--- config.mk ---
export PLATFORM = sky130hd
export DESIGN_NAME = peak_position_tracker
export DESIGN_NICKNAME = d
export VERILOG_FILES = /design/src/rtl/tracker_pkg.sv /design/src/rtl/peak_position_tracker_compare.sv /design/src/rtl/peak_position_tracker.sv
export SDC_FILE = /design/constraint.sdc
export NUM_CORES = 1
export LEC_CHECK = 0
export CAP_MARGIN = 20
export CORE_UTILIZATION = 55
export DETAILED_ROUTE_END_ITERATION = 10
export PLACE_DENSITY = 0.88
export REMOVE_ABC_BUFFERS = 1
export SKIP_CTS_REPAIR_TIMING = 1
export SYNTH_ARGS = -nofsm -noshare
export SYNTH_HDL_FRONTEND = slang
export SYNTH_HIERARCHICAL = 1
export SYNTH_SLANG_ARGS = --single-unit
--- constraint.sdc ---
create_clock -name CLK -period 18.7 [get_ports CLK]
set_input_delay 1.87 -clock CLK [delete_from_list [all_inputs] [get_ports CLK]]
set_output_delay 1.87 -clock CLK [all_outputs]
set_load 0.05 [all_outputs]
--- src/rtl/tracker_pkg.sv ---
// Shared definitions for the scan peak tracker.
//   state_t        : scan sequencer states (IDLE / SCAN / COMMIT)
//   DEF_POS_W      : default per-axis pulse-width field width (axis slice size)
//   DEF_POS_RESET  : default pulse width loaded on reset / window open
package tracker_pkg;

   typedef enum logic [1:0] {
      IDLE   = 2'd0,
      SCAN   = 2'd1,
      COMMIT = 2'd2
   } state_t;

   localparam int unsigned DEF_POS_W     = 32;
   localparam int unsigned DEF_POS_RESET = 500;

endpackage : tracker_pkg

--- src/rtl/peak_position_tracker_compare.sv ---
// peak_compare: combinational acceptance test of a sample against the
// working maximum plus a hysteresis margin.
//   sample_i   : candidate sample
//   work_max_i : current working maximum
//   found_i    : working maximum is valid (0 forces acceptance)
//   accept_o   : sample becomes the new working maximum
module peak_compare #(
   parameter int unsigned DATA_W = 12,
   parameter int unsigned HYST   = 0
) (
   input  logic [DATA_W-1:0] sample_i,
   input  logic [DATA_W-1:0] work_max_i,
   input  logic              found_i,
   output logic              accept_o
);

   localparam int unsigned CW = DATA_W + 2;

   logic [CW-1:0] thr;

   // Two guard bits keep work_max+HYST+1 from wrapping; a threshold above the
   // largest code simply never matches.
   assign thr      = {2'b00, work_max_i} + CW'(HYST) + CW'(1);
   assign accept_o = !found_i || ({2'b00, sample_i} >= thr);

endmodule : peak_compare

--- src/rtl/peak_position_tracker.sv ---
// peak_position_tracker: per-window peak-hold of ADC samples with the servo
// positions and sample index that produced the peak.
//   CLK, RST          : clock, async active-high reset
//   scan_start        : open / restart a scan window
//   scan_end          : close the window (commit follows)
//   sample_valid      : qualifies sample / pos
//   sample, pos       : ADC code and N_AXES pulse widths (axis 0 in LSBs)
//   best_value/pos/index/found : committed window result
//   result_valid      : pulse when committed outputs update
//   new_max           : pulse the cycle after a new working max is taken
//   busy              : high while in SCAN or COMMIT
module peak_position_tracker
   import tracker_pkg::*;
#(
   parameter int unsigned DATA_W    = 12,
   parameter int unsigned POS_W     = DEF_POS_W,
   parameter int unsigned N_AXES    = 2,
   parameter int unsigned HYST      = 0,
   parameter int unsigned POS_RESET = DEF_POS_RESET,
   parameter int unsigned IDX_W     = 16
) (
   input  logic                    CLK,
   input  logic                    RST,
   input  logic                    scan_start,
   input  logic                    scan_end,
   input  logic                    sample_valid,
   input  logic [DATA_W-1:0]       sample,
   input  logic [N_AXES*POS_W-1:0] pos,
   output logic [DATA_W-1:0]       best_value,
   output logic [N_AXES*POS_W-1:0] best_pos,
   output logic [IDX_W-1:0]        best_index,
   output logic                    best_found,
   output logic                    result_valid,
   output logic                    new_max,
   output logic                    busy
);

   localparam int unsigned PW = N_AXES * POS_W;

   state_t            state_q, state_d;
   logic [DATA_W-1:0] work_max_q, work_max_d;
   logic [PW-1:0]     work_pos_q, work_pos_d;
   logic [IDX_W-1:0]  work_idx_q, work_idx_d;
   logic [IDX_W-1:0]  cnt_q, cnt_d;
   logic              found_q, found_d;
   logic [DATA_W-1:0] best_value_q, best_value_d;
   logic [PW-1:0]     best_pos_q, best_pos_d;
   logic [IDX_W-1:0]  best_index_q, best_index_d;
   logic              best_found_q, best_found_d;
   logic              result_valid_q, result_valid_d;
   logic              new_max_q, new_max_d;
   logic              busy_q, busy_d;

   logic [PW-1:0]     pos_rst;
   logic              accept;

   for (genvar a = 0; a < N_AXES; a++) begin : g_pos_rst
      assign pos_rst[a*POS_W +: POS_W] = POS_W'(POS_RESET);
   end

   peak_compare #(
      .DATA_W (DATA_W),
      .HYST   (HYST)
   ) u_cmp (
      .sample_i   (sample),
      .work_max_i (work_max_q),
      .found_i    (found_q),
      .accept_o   (accept)
   );

   // State register
   always_ff @(posedge CLK or posedge RST) begin
      if (RST) state_q <= IDLE;
      else     state_q <= state_d;
   end

   // Next-state logic; scan_start in SCAN outranks scan_end
   always_comb begin
      state_d = state_q;
      unique case (state_q)
         IDLE:    if (scan_start) state_d = SCAN;
         SCAN:    if (!scan_start && scan_end) state_d = COMMIT;
         COMMIT:  state_d = IDLE;
         default: state_d = IDLE;
      endcase
   end

   // Output / datapath next values
   always_comb begin
      work_max_d     = work_max_q;
      work_pos_d     = work_pos_q;
      work_idx_d     = work_idx_q;
      cnt_d          = cnt_q;
      found_d        = found_q;
      best_value_d   = best_value_q;
      best_pos_d     = best_pos_q;
      best_index_d   = best_index_q;
      best_found_d   = best_found_q;
      result_valid_d = 1'b0;
      new_max_d      = 1'b0;
      busy_d         = (state_d != IDLE);
      unique case (state_q)
         IDLE: begin
            // Working set is held cleared so any scan_start opens a clean window
            work_max_d = '0;
            work_pos_d = pos_rst;
            work_idx_d = '0;
            cnt_d      = '0;
            found_d    = 1'b0;
         end
         SCAN: begin
            if (scan_start) begin
               work_max_d = '0;
               work_pos_d = pos_rst;
               work_idx_d = '0;
               cnt_d      = '0;
               found_d    = 1'b0;
            end else if (sample_valid) begin
               cnt_d = (&cnt_q) ? cnt_q : cnt_q + IDX_W'(1);
               if (accept) begin
                  work_max_d = sample;
                  work_pos_d = pos;
                  work_idx_d = cnt_q;
                  found_d    = 1'b1;
                  new_max_d  = 1'b1;
               end
            end
         end
         COMMIT: begin
            best_value_d   = work_max_q;
            best_pos_d     = work_pos_q;
            best_index_d   = work_idx_q;
            best_found_d   = found_q;
            result_valid_d = 1'b1;
         end
         default: ;
      endcase
   end

   always_ff @(posedge CLK or posedge RST) begin
      if (RST) begin
         work_max_q     <= '0;
         work_pos_q     <= pos_rst;
         work_idx_q     <= '0;
         cnt_q          <= '0;
         found_q        <= 1'b0;
         best_value_q   <= '0;
         best_pos_q     <= pos_rst;
         best_index_q   <= '0;
         best_found_q   <= 1'b0;
         result_valid_q <= 1'b0;
         new_max_q      <= 1'b0;
         busy_q         <= 1'b0;
      end else begin
         work_max_q     <= work_max_d;
         work_pos_q     <= work_pos_d;
         work_idx_q     <= work_idx_d;
         cnt_q          <= cnt_d;
         found_q        <= found_d;
         best_value_q   <= best_value_d;
         best_pos_q     <= best_pos_d;
         best_index_q   <= best_index_d;
         best_found_q   <= best_found_d;
         result_valid_q <= result_valid_d;
         new_max_q      <= new_max_d;
         busy_q         <= busy_d;
      end
   end

   assign best_value   = best_value_q;
   assign best_pos     = best_pos_q;
   assign best_index   = best_index_q;
   assign best_found   = best_found_q;
   assign result_valid = result_valid_q;
   assign new_max      = new_max_q;
   assign busy         = busy_q;

endmodule : peak_position_tracker

=== Word level (Yosys, flattened, before mapping) ===
Cells that the tools add are included.

* Register bits after elaboration: 207
* Bits in latches: 0
* Memory bits (writable): 0
* ROM bits: 0
* Bits of input ports: 81
* Memories kept: 0

* $add $sub $neg: 2
* Multipliers: 0
* Divide/modulo/power cells: 0
* Magnitude comparators: 1
* Equal/unequal tests: 5
* Shift operators: 0
* Muxes and demuxes: 28
* Bitwise logic cells: 0
* Reductions and logical operators: 10

{| class="wikitable"
|+ Operator list
! kind !! number
|-
| $mux 64 || 3
|-
| $pmux 64 s2 || 1
|-
| $mux 16 || 6
|-
| $pmux 16 s2 || 2
|-
| $mux 12 || 3
|-
| $pmux 12 s2 || 1
|-
| $add 16x1->16 const B || 1
|-
| $reduce_and 16->1 || 1
|-
| $ge 12x14->1 || 1
|-
| $add 12x1->13 const B || 1
|-
| $ne 3x3->1 const B || 3
|-
| $mux 1 || 8
|-
| $reduce_and 3->1 || 2
|-
| $mux 2 || 2
|-
| $pmux 2 s2 || 1
|-
| $reduce_bool 2->1 || 2
|-
| $eq 2x1->1 const B || 1
|-
| $eq 2x2->1 const B || 1
|-
| $logic_not 1->1 || 2
|-
| $logic_not 2->1 || 1
|-
| $pmux 1 s2 || 1
|-
| $logic_and 1x1->1 || 1
|-
| $logic_or 1x1->1 || 1
|}

=== Longest topological paths before layout ===
* Word-level depth: 7
* Mapped depth: 16
* Mapped depth without buffers: 14

=== Modules after synthesis ===
Netlist, hierarchy kept.

{| class="wikitable"
|+ By module, submodules not included
! module !! instances !! cells each !! area each (um^2) !! sequential area each (um^2)
|-
| peak_position_tracker || 1 || 750 || 7977.7 || 5210.0
|-
| peak_compare || 1 || 60 || 450.4 || 0.0
|}

=== Worst setup path before layout ===
Ideal clock, no wire load.

* Path type: input port to flip-flop
* Start: input port sample[8]
* End: register work_idx_q[8]
* Data arrival time: 3.445 ns
* Required time: 18.579 ns
* Slack: 15.134 ns
* Stages: 11
* Path buffers: 2
* Cell sequence: ha_1 > nand2_1 > o21ai_0 > a21o_1 > a21oi_1 > a21oi_1 > nand2_1 > a21o_1 > buf_2 > buf_2 > a22o_1

* Word-level cells in the longest chain between the ends: 4

{| class="wikitable"
|+ RTL lines
! element !! line !! source
|-
| start: declaration || peak_position_tracker.sv:27 || <nowiki>input logic [DATA_W-1:0] sample,</nowiki>
|-
| $ge 12x14->1 || peak_position_tracker_compare.sv:24 || <nowiki>assign accept_o = !found_i || ({2'b00, sample_i} >= thr);</nowiki>
|-
| $logic_or 1x1->1 || peak_position_tracker_compare.sv:24 ||
|-
| net accept || peak_position_tracker.sv:55 || <nowiki>logic accept;</nowiki>
|-
| $ne 3x3->1 (no source line) || - ||
|-
| $reduce_and 3->1 (no source line) || - ||
|-
| end signal: assignment || peak_position_tracker.sv:157 || <nowiki>work_idx_q <= work_idx_d;</nowiki>
|-
| end: declaration || peak_position_tracker.sv:43 || <nowiki>logic [IDX_W-1:0] work_idx_q, work_idx_d;</nowiki>
|}

The timed path passes the listed nets, and every way through them passes these cells.
A chain may end at the register's enable or synchronous reset.

=== Final worst setup path ===
* Start: input port sample[8]
* End: register work_pos_q[10]

* Word-level cells in the longest chain between the ends: 4

{| class="wikitable"
|+ RTL lines
! element !! line !! source
|-
| $ge 12x14->1 || peak_position_tracker_compare.sv:24 ||
|-
| $logic_or 1x1->1 || peak_position_tracker_compare.sv:24 ||
|-
| net accept || peak_position_tracker.sv:55 ||
|-
| $ne 3x3->1 (no source line) || - ||
|-
| $reduce_and 3->1 (no source line) || - ||
|-
| end signal: assignment || peak_position_tracker.sv:143 || <nowiki>work_pos_q <= pos_rst;</nowiki>
|-
| end signal: assignment || peak_position_tracker.sv:156 || <nowiki>work_pos_q <= work_pos_d;</nowiki>
|-
| end: declaration || peak_position_tracker.sv:42 || <nowiki>logic [PW-1:0] work_pos_q, work_pos_d;</nowiki>
|}

The timed path passes the listed nets, and every way through them passes these cells.

==> flow_summary.yaml <==
sta:
  period_share: 0.284
  hold_slack_ns: 0.453
  setup_tns_ns: 0
  skew_ns: 0.0150
  rsz0062_at_grt: "no"
  max_freq_mhz: 188
  hold_viol_final: 0
  slew_violations: 0
  tightest_slew_ns: 1.03
  fin_crit_ns: 5.31
  fin_ws_ns: 13.39
  slew_headroom: 0.312
  setup_viol: 0
route:
  ant_nets: 0
  drt_iter0_drc: 475
  viasPerCell: 5.66
  drcViolationCount: 0
  firstDrtPassIters: 5
  avgRoutedWirePerCell_microns: 17.9
  wirelength_mm: 20.9
  vias: 6606
flow_run:
  maxCapViolations: 0
critical_path:
  r2r_end: "work_pos_q[10]"
  reg2reg_depth: 14
  cp.arrival_ns: 5.74
  critPathKind: "in -> reg"
  reg2reg_from: "work_max_q[1]"
  endpoint_kind: "register"
  worstPathMaxFanout: 37
  worst_setup_path_start_kind: "input pin"
  critPathRequiredTime_ns: 19.13
  rrSetupSlack_ns: 14.12
synth:
  syn_area_per_cell_sq_um: 10.4
  syn_area_sq_um: 8430
  synth.distinct_cells: 47
  yosys_warnings: 6
  ys_ff_latch: 207
  synthCells: 810
  ys_seq_area_frac: 0.618
place:
  portBuffers: 176
  dp_slack_ns: 12.86
  dp.cells: 1130
  dp_hpwl_mm: 13.0
  gp_congestion: 0.836
  dpl_cell_area_sq_um: 10300
pwr:
  leakage_nw: 5.23
  p_seq_frac: 0.435
  finalPower_mw: 1.18
  power.density_nw_per_um2: 107
  comb_power_share: 0.198
  peakVddDrop_mv: 0.0677
  p_int_mw: 0.825
  clockPowerShare: 0.366
  switching_share: 0.298
  p_switching_mw: 0.350
die:
  die_area_sq_um: 15800
  start_util: 0.571
  row_count: 44
  io_pins: 177
  die_y_microns: 126
  fp.coreArea_sq_um: 14800
  die_x_microns: 126
grt:
  grt_pass1_wl_mm: 33.7
  antenna_found_initial: 0
  use_met2: 0.456
  grt_pass1_vias: 6522
  overflow: 0
  track_usage: 0.269
  grt.met1_usage: 0.349
  grt.busiest_layer: "met2"
  grt_max_degree: 132
  gr-usage-met3: 0.0493
finish:
  finalInstanceArea_sq_um: 11000
  regArea_sq_um: 5210
  layout_common_cells: "311 x nand2_1, 183 x dfrtp_1, 176 x clkdlybuf4s50_1"
  diodes: 0
  multi_input_area_sq_um: 2970
  fill_cells: 1011
  drive_above_1_share: 0.0823
  fin_util: 0.746
  fin_cells: 1168
  area_delta_synth_final_pct: 30.6
  final_common_cell: "nand2_1"
  final_nets: 1064
clock_network:
  cts_buffer_depth: 3
  path_clk_slew_ns: 0.06
  cts_tree: "done"
  clockRootBuffer: "clkbuf_16"
  cts_sinks: 207
  cts_made_buffers: 21
  cts_max_level: 1
  clk_latency_ns: 0.49
min_path:
  hold_start: "work_pos_q[7]"
  min_path_type: "reg -> reg"
  min_path_cells: 2
  worstHoldEndpoint: "best_pos[7]"
run_status:
  outcome: "completed"
==> how the worst max path moves through the flow <==
stage / from / to / slack, ns / cells after the start
finish: sample[8] / work_pos_q[10] / 13.39 / 11
global placement: sample[0] / work_pos_q[0] / 12.99 / 12
global route: sample[8] / work_pos_q[10] / 13.10 / 11
CTS: sample[0] / work_pos_q[10] / 13.35 / 12
detailed placement: sample[0] / work_max_q[4] / 12.86 / 12
floorplan: RST / best_found / 11.22 / 1
==> layout make-up <==
class                      count  area share
sequential                   207       0.474
multi-input combinational    540       0.270
timing repair buffer         182       0.164
clock buffer                  25      0.0509
tap                          184      0.0209
clock inverter                13      0.0140
inverter                      17     0.00660
==> flip-flops by register name, indices dropped and copies added, names as in the netlist <==
signal        flops
best_index       16
best_value       12
work_pos_q       64
busy              1
best_pos         64
work_max_q       12
state_q           2
new_max           1
result_valid      1
best_found        1
cnt_q            16
work_idx_q       16
found_q           1
==> power groups by stage <==
stage,Clock (mW),Sequential (mW),Combinational [mW]
3_5_place_dp,0,0.519,0.233
6_report,0.431,0.512,0.233
3_3_place_gp,0,0.517,0.229
5_1_grt,0.455,0.515,0.247
4_1_cts,0.438,0.512,0.234
2_1_floorplan,0,0.606,0.0526
==> routing by layer <==
metal | vias up | share of wire
li1 | 3056 | -
met1 | 3251 | 0.41
met2 | 247 | 0.49
met3 | 52 | 0.063
met4 | 0 | 0.035
met5 | - | 0
==> cell usage after synthesis, drive strengths merged <==
| master | instances | area share |
|---|---|---|
| nor3b | 2 | 0.0024 |
| buf | 27 | 0.015 |
| and3 | 2 | 0.0015 |
| and4 | 1 | 0.0010 |
| dfrtp | 183 | 0.54 |
| inv | 17 | 0.0076 |
| nand2 | 311 | 0.14 |
| o22ai | 2 | 0.0015 |
| a22o | 71 | 0.074 |
| dfstp | 24 | 0.075 |
| nand4 | 7 | 0.0070 |
| nand4bb | 1 | 0.0013 |
| or3 | 1 | 0.00074 |
| nand2b | 3 | 0.0022 |
| and2 | 1 | 0.0010 |
| xnor2 | 4 | 0.0042 |
| ha | 14 | 0.021 |
| or3b | 1 | 0.0010 |
| or4 | 5 | 0.0045 |
| o22a | 14 | 0.015 |
| nor4 | 5 | 0.0055 |
| a31oi | 3 | 0.0030 |
| o21ai | 16 | 0.0095 |
| o211ai | 12 | 0.011 |
| nor2 | 15 | 0.0067 |
| a2111o | 2 | 0.0027 |
| xor2 | 6 | 0.0062 |
| a21boi | 1 | 0.00089 |
| mux2i | 3 | 0.0036 |
| nand3 | 13 | 0.010 |
| nor3 | 3 | 0.0018 |
| a21o | 2 | 0.0018 |
| or2 | 3 | 0.0022 |
| a211oi | 1 | 0.00089 |
| clkbuf | 19 | 0.0085 |
| a21oi | 13 | 0.0077 |
| a211o | 2 | 0.0021 |
==> critical path, stage by stage <==
cell,delay [ns]
clkdlybuf4s50_1,0.43
ha_1,0.31
nand2_1,0.08
o21ai_0,0.18
a21o_1,0.14
a21oi_1,0.06
a21oi_1,0.23
nand3_1,0.75
inv_2,0.95
buf_4,0.50
a22o_1,0.22
==> kinds of logic after synthesis <==
kind of cell,Yosys count,share of synthesized area
AND/OR/NAND/NOR,374,0.188
adder cells (fa/ha/maj),14,0.0208
multiplexers,3,0.00356
XOR/XNOR,10,0.0104
buffers and inverters,63,0.0306
AO/OA/AOI/OAI,139,0.129
flip-flops,207,0.618
Note: power is estimated with default switching activity, not from simulation.
